### config.mk
export PLATFORM = sky130hd
export DESIGN_NAME = uart_cmd_wrapper
export DESIGN_NICKNAME = d
export VERILOG_FILES = /design/src/rtl/uart_cmd_wrapper.sv
export SDC_FILE = /design/constraint.sdc
export NUM_CORES = 1
export LEC_CHECK = 0
export CAP_MARGIN = 20
export CORE_ASPECT_RATIO = 0.5
export CORE_MARGIN = 1
export CORE_UTILIZATION = 59
export CTS_CLUSTER_SIZE = 40
export DETAILED_ROUTE_END_ITERATION = 8
export HOLD_SLACK_MARGIN = 0.06
export PLACE_DENSITY = 0.91
export SLEW_MARGIN = 40
export SYNTH_ARGS = -nofsm -noshare
export SYNTH_HDL_FRONTEND = slang
export SYNTH_HIERARCHICAL = 1
export SYNTH_SLANG_ARGS = --single-unit
export TNS_END_PERCENT = 20
### constraint.sdc
create_clock -name clk -period 2.45 [get_ports clk]
set_input_delay 0.6125 -clock clk [delete_from_list [all_inputs] [get_ports clk]]
set_output_delay 0.6125 -clock clk [all_outputs]
set_load 0.02 [all_outputs]
### src/rtl/uart_cmd_wrapper.sv
// Two-byte command receiver over an 8N1 UART, with a pass-through response transmitter.
// Contains the UART (uart_rx, uart_tx, uart) and the command-assembly wrapper on top of it.

module uart_rx #(
  parameter int BAUD_DIV = 2604
) (
  input  logic       clk,
  input  logic       rst_n,
  input  logic       RX,
  input  logic       clr_rx_rdy,
  output logic       rx_rdy,
  output logic [7:0] rx_data
);
  localparam int BW = $clog2(BAUD_DIV);

  logic          rx_ff1, rx_s;
  logic          busy;
  logic [BW-1:0] baud_cnt;
  logic [3:0]    bit_cnt;
  logic [8:0]    shreg;

  always_ff @(posedge clk or negedge rst_n) begin
    if (!rst_n) begin
      rx_ff1 <= 1'b1;
      rx_s   <= 1'b1;
    end else begin
      rx_ff1 <= RX;
      rx_s   <= rx_ff1;
    end
  end

  // First sample lands mid start bit; ten samples cover start, data and stop.
  always_ff @(posedge clk or negedge rst_n) begin
    if (!rst_n) begin
      busy     <= 1'b0;
      baud_cnt <= '0;
      bit_cnt  <= '0;
      shreg    <= '0;
      rx_rdy   <= 1'b0;
    end else begin
      if (clr_rx_rdy) rx_rdy <= 1'b0;
      if (!busy && !rx_s) begin
        busy     <= 1'b1;
        baud_cnt <= BW'(BAUD_DIV / 2);
        bit_cnt  <= '0;
        rx_rdy   <= 1'b0;
      end else if (busy) begin
        if (baud_cnt == '0) begin
          shreg    <= {rx_s, shreg[8:1]};
          baud_cnt <= BW'(BAUD_DIV - 1);
          if (bit_cnt == 4'd9) begin
            busy   <= 1'b0;
            rx_rdy <= 1'b1;
          end else begin
            bit_cnt <= bit_cnt + 4'd1;
          end
        end else begin
          baud_cnt <= baud_cnt - BW'(1);
        end
      end
    end
  end

  assign rx_data = shreg[7:0];
endmodule

module uart_tx #(
  parameter int BAUD_DIV = 2604
) (
  input  logic       clk,
  input  logic       rst_n,
  input  logic       trmt,
  input  logic [7:0] tx_data,
  output logic       TX,
  output logic       tx_done
);
  localparam int BW = $clog2(BAUD_DIV);

  logic          busy;
  logic [BW-1:0] baud_cnt;
  logic [3:0]    bit_cnt;
  logic [9:0]    shreg;

  always_ff @(posedge clk or negedge rst_n) begin
    if (!rst_n) begin
      busy     <= 1'b0;
      baud_cnt <= '0;
      bit_cnt  <= '0;
      shreg    <= '1;
      tx_done  <= 1'b0;
    end else if (trmt) begin
      busy     <= 1'b1;
      shreg    <= {1'b1, tx_data, 1'b0};
      baud_cnt <= BW'(BAUD_DIV - 1);
      bit_cnt  <= '0;
      tx_done  <= 1'b0;
    end else if (busy) begin
      if (baud_cnt == '0) begin
        baud_cnt <= BW'(BAUD_DIV - 1);
        if (bit_cnt == 4'd9) begin
          busy    <= 1'b0;
          tx_done <= 1'b1;
        end else begin
          bit_cnt <= bit_cnt + 4'd1;
          shreg   <= {1'b1, shreg[9:1]};
        end
      end else begin
        baud_cnt <= baud_cnt - BW'(1);
      end
    end
  end

  assign TX = shreg[0];
endmodule

module uart #(
  parameter int BAUD_DIV = 2604
) (
  input  logic       clk,
  input  logic       rst_n,
  input  logic       RX,
  output logic       TX,
  output logic       rx_rdy,
  input  logic       clr_rx_rdy,
  output logic [7:0] rx_data,
  input  logic       trmt,
  input  logic [7:0] tx_data,
  output logic       tx_done
);
  uart_rx #(.BAUD_DIV(BAUD_DIV)) u_rx (
    .clk(clk), .rst_n(rst_n), .RX(RX), .clr_rx_rdy(clr_rx_rdy),
    .rx_rdy(rx_rdy), .rx_data(rx_data)
  );

  uart_tx #(.BAUD_DIV(BAUD_DIV)) u_tx (
    .clk(clk), .rst_n(rst_n), .trmt(trmt), .tx_data(tx_data),
    .TX(TX), .tx_done(tx_done)
  );
endmodule

module uart_cmd_wrapper #(
  parameter int TIMEOUT_CYC = 1_000_000,
  parameter int BAUD_DIV    = 2604
) (
  input  logic        clk,
  input  logic        rst_n,
  input  logic        RX,
  output logic        TX,
  output logic [15:0] cmd,
  output logic        cmd_rdy,
  input  logic        clr_cmd_rdy,
  input  logic [7:0]  resp,
  input  logic        trmt,
  output logic        tx_done
);
  localparam int CNT_W = $clog2(TIMEOUT_CYC);
  localparam logic [CNT_W-1:0] TMO_MAX = CNT_W'(TIMEOUT_CYC - 1);

  typedef enum logic {IDLE, LOW} state_t;

  state_t           state, nxt_state;
  logic             rx_rdy, clr_rx_rdy;
  logic [7:0]       rx_data;
  logic [7:0]       high_reg;
  logic [CNT_W-1:0] tmo_cnt;
  logic             load_high, load_cmd, cnt_clr, cnt_inc;

  uart #(.BAUD_DIV(BAUD_DIV)) u_uart (
    .clk(clk), .rst_n(rst_n), .RX(RX), .TX(TX),
    .rx_rdy(rx_rdy), .clr_rx_rdy(clr_rx_rdy), .rx_data(rx_data),
    .trmt(trmt), .tx_data(resp), .tx_done(tx_done)
  );

  always_ff @(posedge clk or negedge rst_n) begin
    if (!rst_n) state <= IDLE;
    else        state <= nxt_state;
  end

  // A received low byte beats an expiring timeout in the same cycle.
  always_comb begin
    nxt_state  = state;
    clr_rx_rdy = 1'b0;
    load_high  = 1'b0;
    load_cmd   = 1'b0;
    cnt_clr    = 1'b0;
    cnt_inc    = 1'b0;
    case (state)
      IDLE: begin
        cnt_clr = 1'b1;
        if (rx_rdy) begin
          load_high  = 1'b1;
          clr_rx_rdy = 1'b1;
          nxt_state  = LOW;
        end
      end
      LOW: begin
        if (rx_rdy) begin
          load_cmd   = 1'b1;
          clr_rx_rdy = 1'b1;
          cnt_clr    = 1'b1;
          nxt_state  = IDLE;
        end else if (tmo_cnt == TMO_MAX) begin
          cnt_clr   = 1'b1;
          nxt_state = IDLE;
        end else begin
          cnt_inc = 1'b1;
        end
      end
      default: nxt_state = IDLE;
    endcase
  end

  always_ff @(posedge clk or negedge rst_n) begin
    if (!rst_n)       tmo_cnt <= '0;
    else if (cnt_clr) tmo_cnt <= '0;
    else if (cnt_inc) tmo_cnt <= tmo_cnt + CNT_W'(1);
  end

  always_ff @(posedge clk or negedge rst_n) begin
    if (!rst_n)         high_reg <= 8'h00;
    else if (load_high) high_reg <= rx_data;
  end

  // cmd only moves on completion, so a half-received command never disturbs it.
  always_ff @(posedge clk or negedge rst_n) begin
    if (!rst_n)        cmd <= 16'h0000;
    else if (load_cmd) cmd <= {high_reg, rx_data};
  end

  always_ff @(posedge clk or negedge rst_n) begin
    if (!rst_n)                         cmd_rdy <= 1'b0;
    else if (load_cmd)                  cmd_rdy <= 1'b1;
    else if (load_high || clr_cmd_rdy)  cmd_rdy <= 1'b0;
  end
endmodule

==> Word-level counts from Yosys, hierarchy flattened <==
Cells that the tools add are included.
Widths: inputs -> output; s select.
{ "classes": {"n_addsub": 5, "n_eq_ne": 5, "n_mux": 49, "n_bitwise": 2, "n_reduce_logical": 17} }
{ "ops": {"columns": ["cell", "count"], "rows": [
  ["$mux 12", 6],
  ["$mux 10", 4],
  ["$mux 20", 2],
  ["$mux 4", 8],
  ["$mux 1", 27],
  ["$logic_not 12->1", 2],
  ["$sub 12x1->12 const B", 2],
  ["$add 20x1->20 const B", 1],
  ["$eq 20x20->1 const B", 1],
  ["$reduce_bool 2->1", 7],
  ["$reduce_and 3->1", 4],
  ["$add 4x1->4 const B", 2],
  ["$eq 4x4->1 const B", 2],
  ["$ne 2x2->1 const B", 2],
  ["$pmux 1 s2", 2],
  ["$logic_not 1->1", 2],
  ["$not 1->1", 2],
  ["$logic_and 1x1->1", 1],
  ["$logic_or 1x1->1", 1]
]} }
{ "word_totals": {"reg_bits": 103, "inputBits": 13, "out_inout_bits": 19, "elab_cells": 95} }

==> Logic depth before layout (Yosys ltp) <==
{ "depth": {"ltp_word": 6, "ltp_mapped": 7} }

==> By module <==
Netlist, hierarchy kept.
{ "by_module_without_submodules": {"columns": ["module", "instances", "cells_per_inst", "area_per_inst_um2"], "rows": [
  ["uart_cmd_wrapper", 1, 160, 1976.9],
  ["uart_rx", 1, 135, 1466.4],
  ["uart_tx", 1, 144, 1445.1]
]} }

==> Worst setup path before layout <==
OpenSTA, ideal clock, no wires.
{ "synth_path": {"kind": "register to register", "startpoint": "register u_uart.u_tx.baud_cnt[7]", "endpoint": "register u_uart.u_tx.shreg[7]", "setup_ns": 0.083, "arrival_time_ns": 2.024, "t_required_ns": 2.367, "setup_slack_ns": 0.343, "stages_incl_launch_ff": 6, "path_buffers": 2, "synth_period_minus_slack_ns": 2.107, "cell_sequence": "dfrtp_1 > or4_4 > buf_6 > or4_4 > buf_6 > a221o_1"} }
{ "synth_between": {"elab_chain_cells": 3} }
{ "synth_rtl": {"columns": ["element", "line", "rtl"], "rows": [
  ["start, declared", "80", "logic [BW-1:0] baud_cnt;"],
  ["start signal, assigned", "94", "baud_cnt <= BW'(BAUD_DIV - 1);"],
  ["start signal, assigned", "99", "baud_cnt <= BW'(BAUD_DIV - 1);"],
  ["start signal, assigned", "108", "baud_cnt <= baud_cnt - BW'(1);"],
  ["$logic_not 12->1", "98", "if (baud_cnt == '0) begin"],
  ["$reduce_bool 2->1 (no line)", null, null],
  ["$reduce_and 3->1 (no line)", null, null],
  ["end signal, assigned", "93", "shreg <= {1'b1, tx_data, 1'b0};"],
  ["end signal, assigned", "105", "shreg <= {1'b1, shreg[9:1]};"],
  ["end, declared", "82", "logic [9:0] shreg;"]
]} }
Every way passes these cells.
A chain may end at the register's enable or synchronous reset.

==> Final worst setup path <==
{ "layout_path": {"startpoint": "register u_uart.u_tx.baud_cnt[4]", "endpoint": "register u_uart.u_tx.shreg[7]"} }
The elaborated chain is that of the path after synthesis.

==> Implementation_results.wiki <==
{| class="wikitable"
! Metric !! Value
|-
| Upper clock frequency limit || between 400 and 500 MHz
|-
| Synthesized area || 0.00489 mm2
|-
| Port buffer count || 31
|-
| Min Clock Period, post-route || between 2 and 2.5 ns
|-
| Cells taking the most area after synthesis || sky130_fd_sc_hd__dfrtp_1 (47%), sky130_fd_sc_hd__mux2_2 (7.1%), sky130_fd_sc_hd__dfstp_2 (5.9%)
|-
| Via count of the first global-routing pass || around 3300
|-
| Synthesized area per cell || between 10 and 15 um2
|-
| Setup repair after global routing missed its margin || no
|-
| Number of I/O pins || 32
|-
| Hold violation total from the final report || 0
|-
| Cell at the root of the clock tree || sky130_fd_sc_hd__clkbuf_16
|-
| Number of fill cells in the layout || 519
|-
| Post-synthesis instance total || approximately 440
|-
| Number of design rule violations left after detail routing || 0
|-
| Setup bufs post-CTS || 0
|-
| Die outline area || a little under 0.009 mm2
|-
| Final sum of negative setup slack || 0 ns
|-
| Hold WC Path Type || in2async
|-
| Sequential element share of the synthesized area || 0.525
|-
| Post-Route Utilization || 0.690
|-
| Final routed wire length divided by cell count || about 16 um
|-
| Largest net degree at the start of global routing || 46
|-
| Worst-skew pair later-pin latency || 0.34 ns
|-
| Clock-pin slew of the registers on the worst-case setup and hold paths || 0.07 ns
|-
| Total overflow reported by the global router || 0
|-
| Worst setup path category || reg2reg
|-
| Ys async rst share || 1.00
|-
| Number of resized instances in the post-cts repair step || 0
|-
| Maxcap violations || 0
|-
| Detailed-routing iteration count for the pre-antenna-repair pass || 4
|-
| Row cnt || 23
|-
| Largest registers in the final layout || tmo_cnt (20), cmd (16)
|-
| Top flip-flop cell by instance count after synthesis || sky130_fd_sc_hd__dfrtp_1
|-
| Number of buffers inserted for hold repair after clock tree synthesis || 0
|-
| Post-DP HPWL || 6.19 mm
|-
| Category of the worst setup path launch point || flip-flop
|-
| Warnings from Yosys || 6
|-
| Arrival time reported for the critical path endpoint || between 2 and 3 ns
|-
| Worst-case clock buffer depth || 2
|-
| Number of antenna violations at the first check in global routing || 0
|-
| Maximum vdd ir drop || 0.000314 V
|-
| Share of the synthesized area in the top cell type || 0.466
|-
| Number of max-slew violations in the final report || 0
|-
| TritonCTS clock tree || built
|-
| Portion of the clock cycle consumed by the worst path in the final layout || 0.920
|-
| Total global-route track usage || 0.239
|-
| Area added between synthesis and finish || 13.3%
|-
| Data required time at the worst endpoint || 2.73 ns
|-
| CTS Buf Count || 9
|-
| Fraction of final layout cells sized beyond drive strength 1 || 0.177
|-
| Number of enable-type register cells in the synthesized netlist || 0
|-
| Syn Nets || between 400 and 500
|-
| Max FFs per register || 20
|-
| # diodes || 0
|-
| Synthesized flop and latch total || between 100 and 150
|-
| Critical Path Fanout Max || 11
|-
| Total number of nets in the final design || 486
|-
| Placeable core region || roughly 0.008 mm2
|-
| Placer congestion estimate || ~0.83
|-
| Global-route wire length before repair || 15.6 mm
|-
| Stage delay of the slowest cell on the critical path || roughly 0.73 ns
|-
| Result of the run || finished, final reports clean
|-
| Slowest stage cell on the critical path || sky130_fd_sc_hd__or4_1
|-
| Relative slew slack || 0.513
|-
| Slew @ Worst Pin || 0.729 ns
|-
| Count of H-tree levels built during CTS || 3
|-
| Setup-failing EPs final || 0
|-
| Distinct cells, synth || 59
|-
| Worst clock skew on the final layout || around 0.0055 ns
|-
| Capturing element type of the critical path || flip-flop
|-
| DRT antenna net count || 0
|-
| Dominant cell type by area after synthesis || sky130_fd_sc_hd__dfrtp_1
|-
| Vertical die dimension || 66.4 um
|-
| Width of the die || approximately 130 um
|-
| Initial Util || 0.609
|-
| Largest register by flop count || tmo_cnt
|-
| TritonCTS Sinks || between 100 and 150
|-
| Routed wire length || approximately 9.4 mm
|-
| Pwr dens || 574 mW/mm2
|-
| Critical Path, Cell by Cell || or4_1 > or4_4 > nor3b_1 > a221o_1
|-
| 1st-iter DRT viols || between 200 and 300
|-
| Leakage Power || approximately 2.4 nW
|-
| Via count || between 3000 and 4000
|-
| Detail-routed via count per cell || ~5.8
|}
[cells in the mapped netlist, types with 9 or more instances]
cell type,count
sky130_fd_sc_hd__clkbuf_1,10
sky130_fd_sc_hd__nand2_1,32
sky130_fd_sc_hd__ha_1,9
sky130_fd_sc_hd__dfrtp_1,91
sky130_fd_sc_hd__nor3_1,11
sky130_fd_sc_hd__xnor2_1,15
sky130_fd_sc_hd__o21ai_0,10
sky130_fd_sc_hd__mux2_2,31
sky130_fd_sc_hd__dfstp_2,11
sky130_fd_sc_hd__nand3_1,14
sky130_fd_sc_hd__inv_1,14
sky130_fd_sc_hd__a21oi_1,23
sky130_fd_sc_hd__nor2_1,38
[report_power, final]
part | total, mW | leakage, nW | internal, mW | switching, mW
clock network | 1.34 | 0.138 | 0.742 | 0.602
logic | 0.113 | 0.961 | 0.0451 | 0.0677
registers | 1.72 | 1.32 | 1.71 | 0.0122
[cell usage in the layout, fill, tap and decap left out, types with 10 or more instances in the layout]
cell type | netlist | routed
sky130_fd_sc_hd__nor2_1 | 38 | 38
sky130_fd_sc_hd__nor3_1 | 11 | 11
sky130_fd_sc_hd__dfrtp_1 | 91 | 91
sky130_fd_sc_hd__nand3_1 | 14 | 14
sky130_fd_sc_hd__a21oi_1 | 23 | 23
sky130_fd_sc_hd__nand2_1 | 32 | 32
sky130_fd_sc_hd__o21ai_0 | 10 | 10
sky130_fd_sc_hd__inv_1 | 14 | 14
sky130_fd_sc_hd__mux2_2 | 31 | 31
sky130_fd_sc_hd__dfstp_2 | 11 | 11
sky130_fd_sc_hd__clkdlybuf4s50_1 | 0 | 30
sky130_fd_sc_hd__xnor2_1 | 15 | 15
[per-stage QoR]
step           total power [mW]  worst slack (ns)  instances  hold WS (ns)  instance area [um2]
2_1_floorplan              1.80             0.343        439         0.317                 4890
3_3_place_gp               1.86             0.283        565         0.348                 5250
3_5_place_dp               1.87             0.217        565         0.347                 5250
4_1_cts                    3.22             0.202        581         0.211                 5540
5_1_grt                    3.29            0.0579        581         0.229                 5540
6_report                   3.18             0.196        581         0.204                 5540
[per-layer routing]
metal / track usage / vias up / routed length, um
li1: - / 1622 / -
met1: 0.292 / 1674 / 4220
met5: 0 / - / 0
met3: 0.0574 / 13 / 386
met2: 0.414 / 72 / 4680
met4: 0.0862 / 0 / 125
[cell families after synthesis]
group	synth area share
AOI/OAI and AO/OA	0.0850
DFF	0.525
and+or+nand+nor	0.194
adders and majority gates	0.0230
muxes	0.0903
xor gates and xnor gates	0.0394
buffers and inverters	0.0430
[cell type report]
| type | count | area (um2) | share of cell area |
|---|---|---|---|
| Inverter | 14 | 52.6 | 0.00949 |
| Tap cell | 112 | 140 | 0.0253 |
| Multi-Input combinational cell | 298 | 2110 | 0.381 |
| Timing Repair Buffer | 39 | 380 | 0.0687 |
| Sequential cell | 102 | 2570 | 0.463 |
| Clock inverter | 5 | 33.8 | 0.00610 |
| Clock buffer | 11 | 253 | 0.0456 |
[final timing paths]
check / from / to / slack [ns] / cells after the start
max: u_uart/u_tx/baud_cnt[4] / u_uart/u_tx/shreg[7] / 0.20 / 4
min: rst_n / cmd[6] / 0.20 / 1
max reg2reg: u_uart/u_tx/baud_cnt[4] / u_uart/u_tx/shreg[7] / 0.20 / 4
min reg2reg: u_uart/u_rx/rx_ff1 / u_uart/u_rx/rx_s / 0.36 / 0
max in group asynchronous: rst_n / high_reg[3] / 1.55 / 2
min in group clk: u_uart/u_rx/rx_ff1 / u_uart/u_rx/rx_s / 0.36 / 0
[critical path: cells and delay by family, from the launching register on]
kind	cells	cell delay [ns]
and+or+nand+nor	3	1.65
AOI/OAI and AO/OA	1	0.14
DFF	1	0.41
Note: power is estimated with default switching activity, not from simulation.
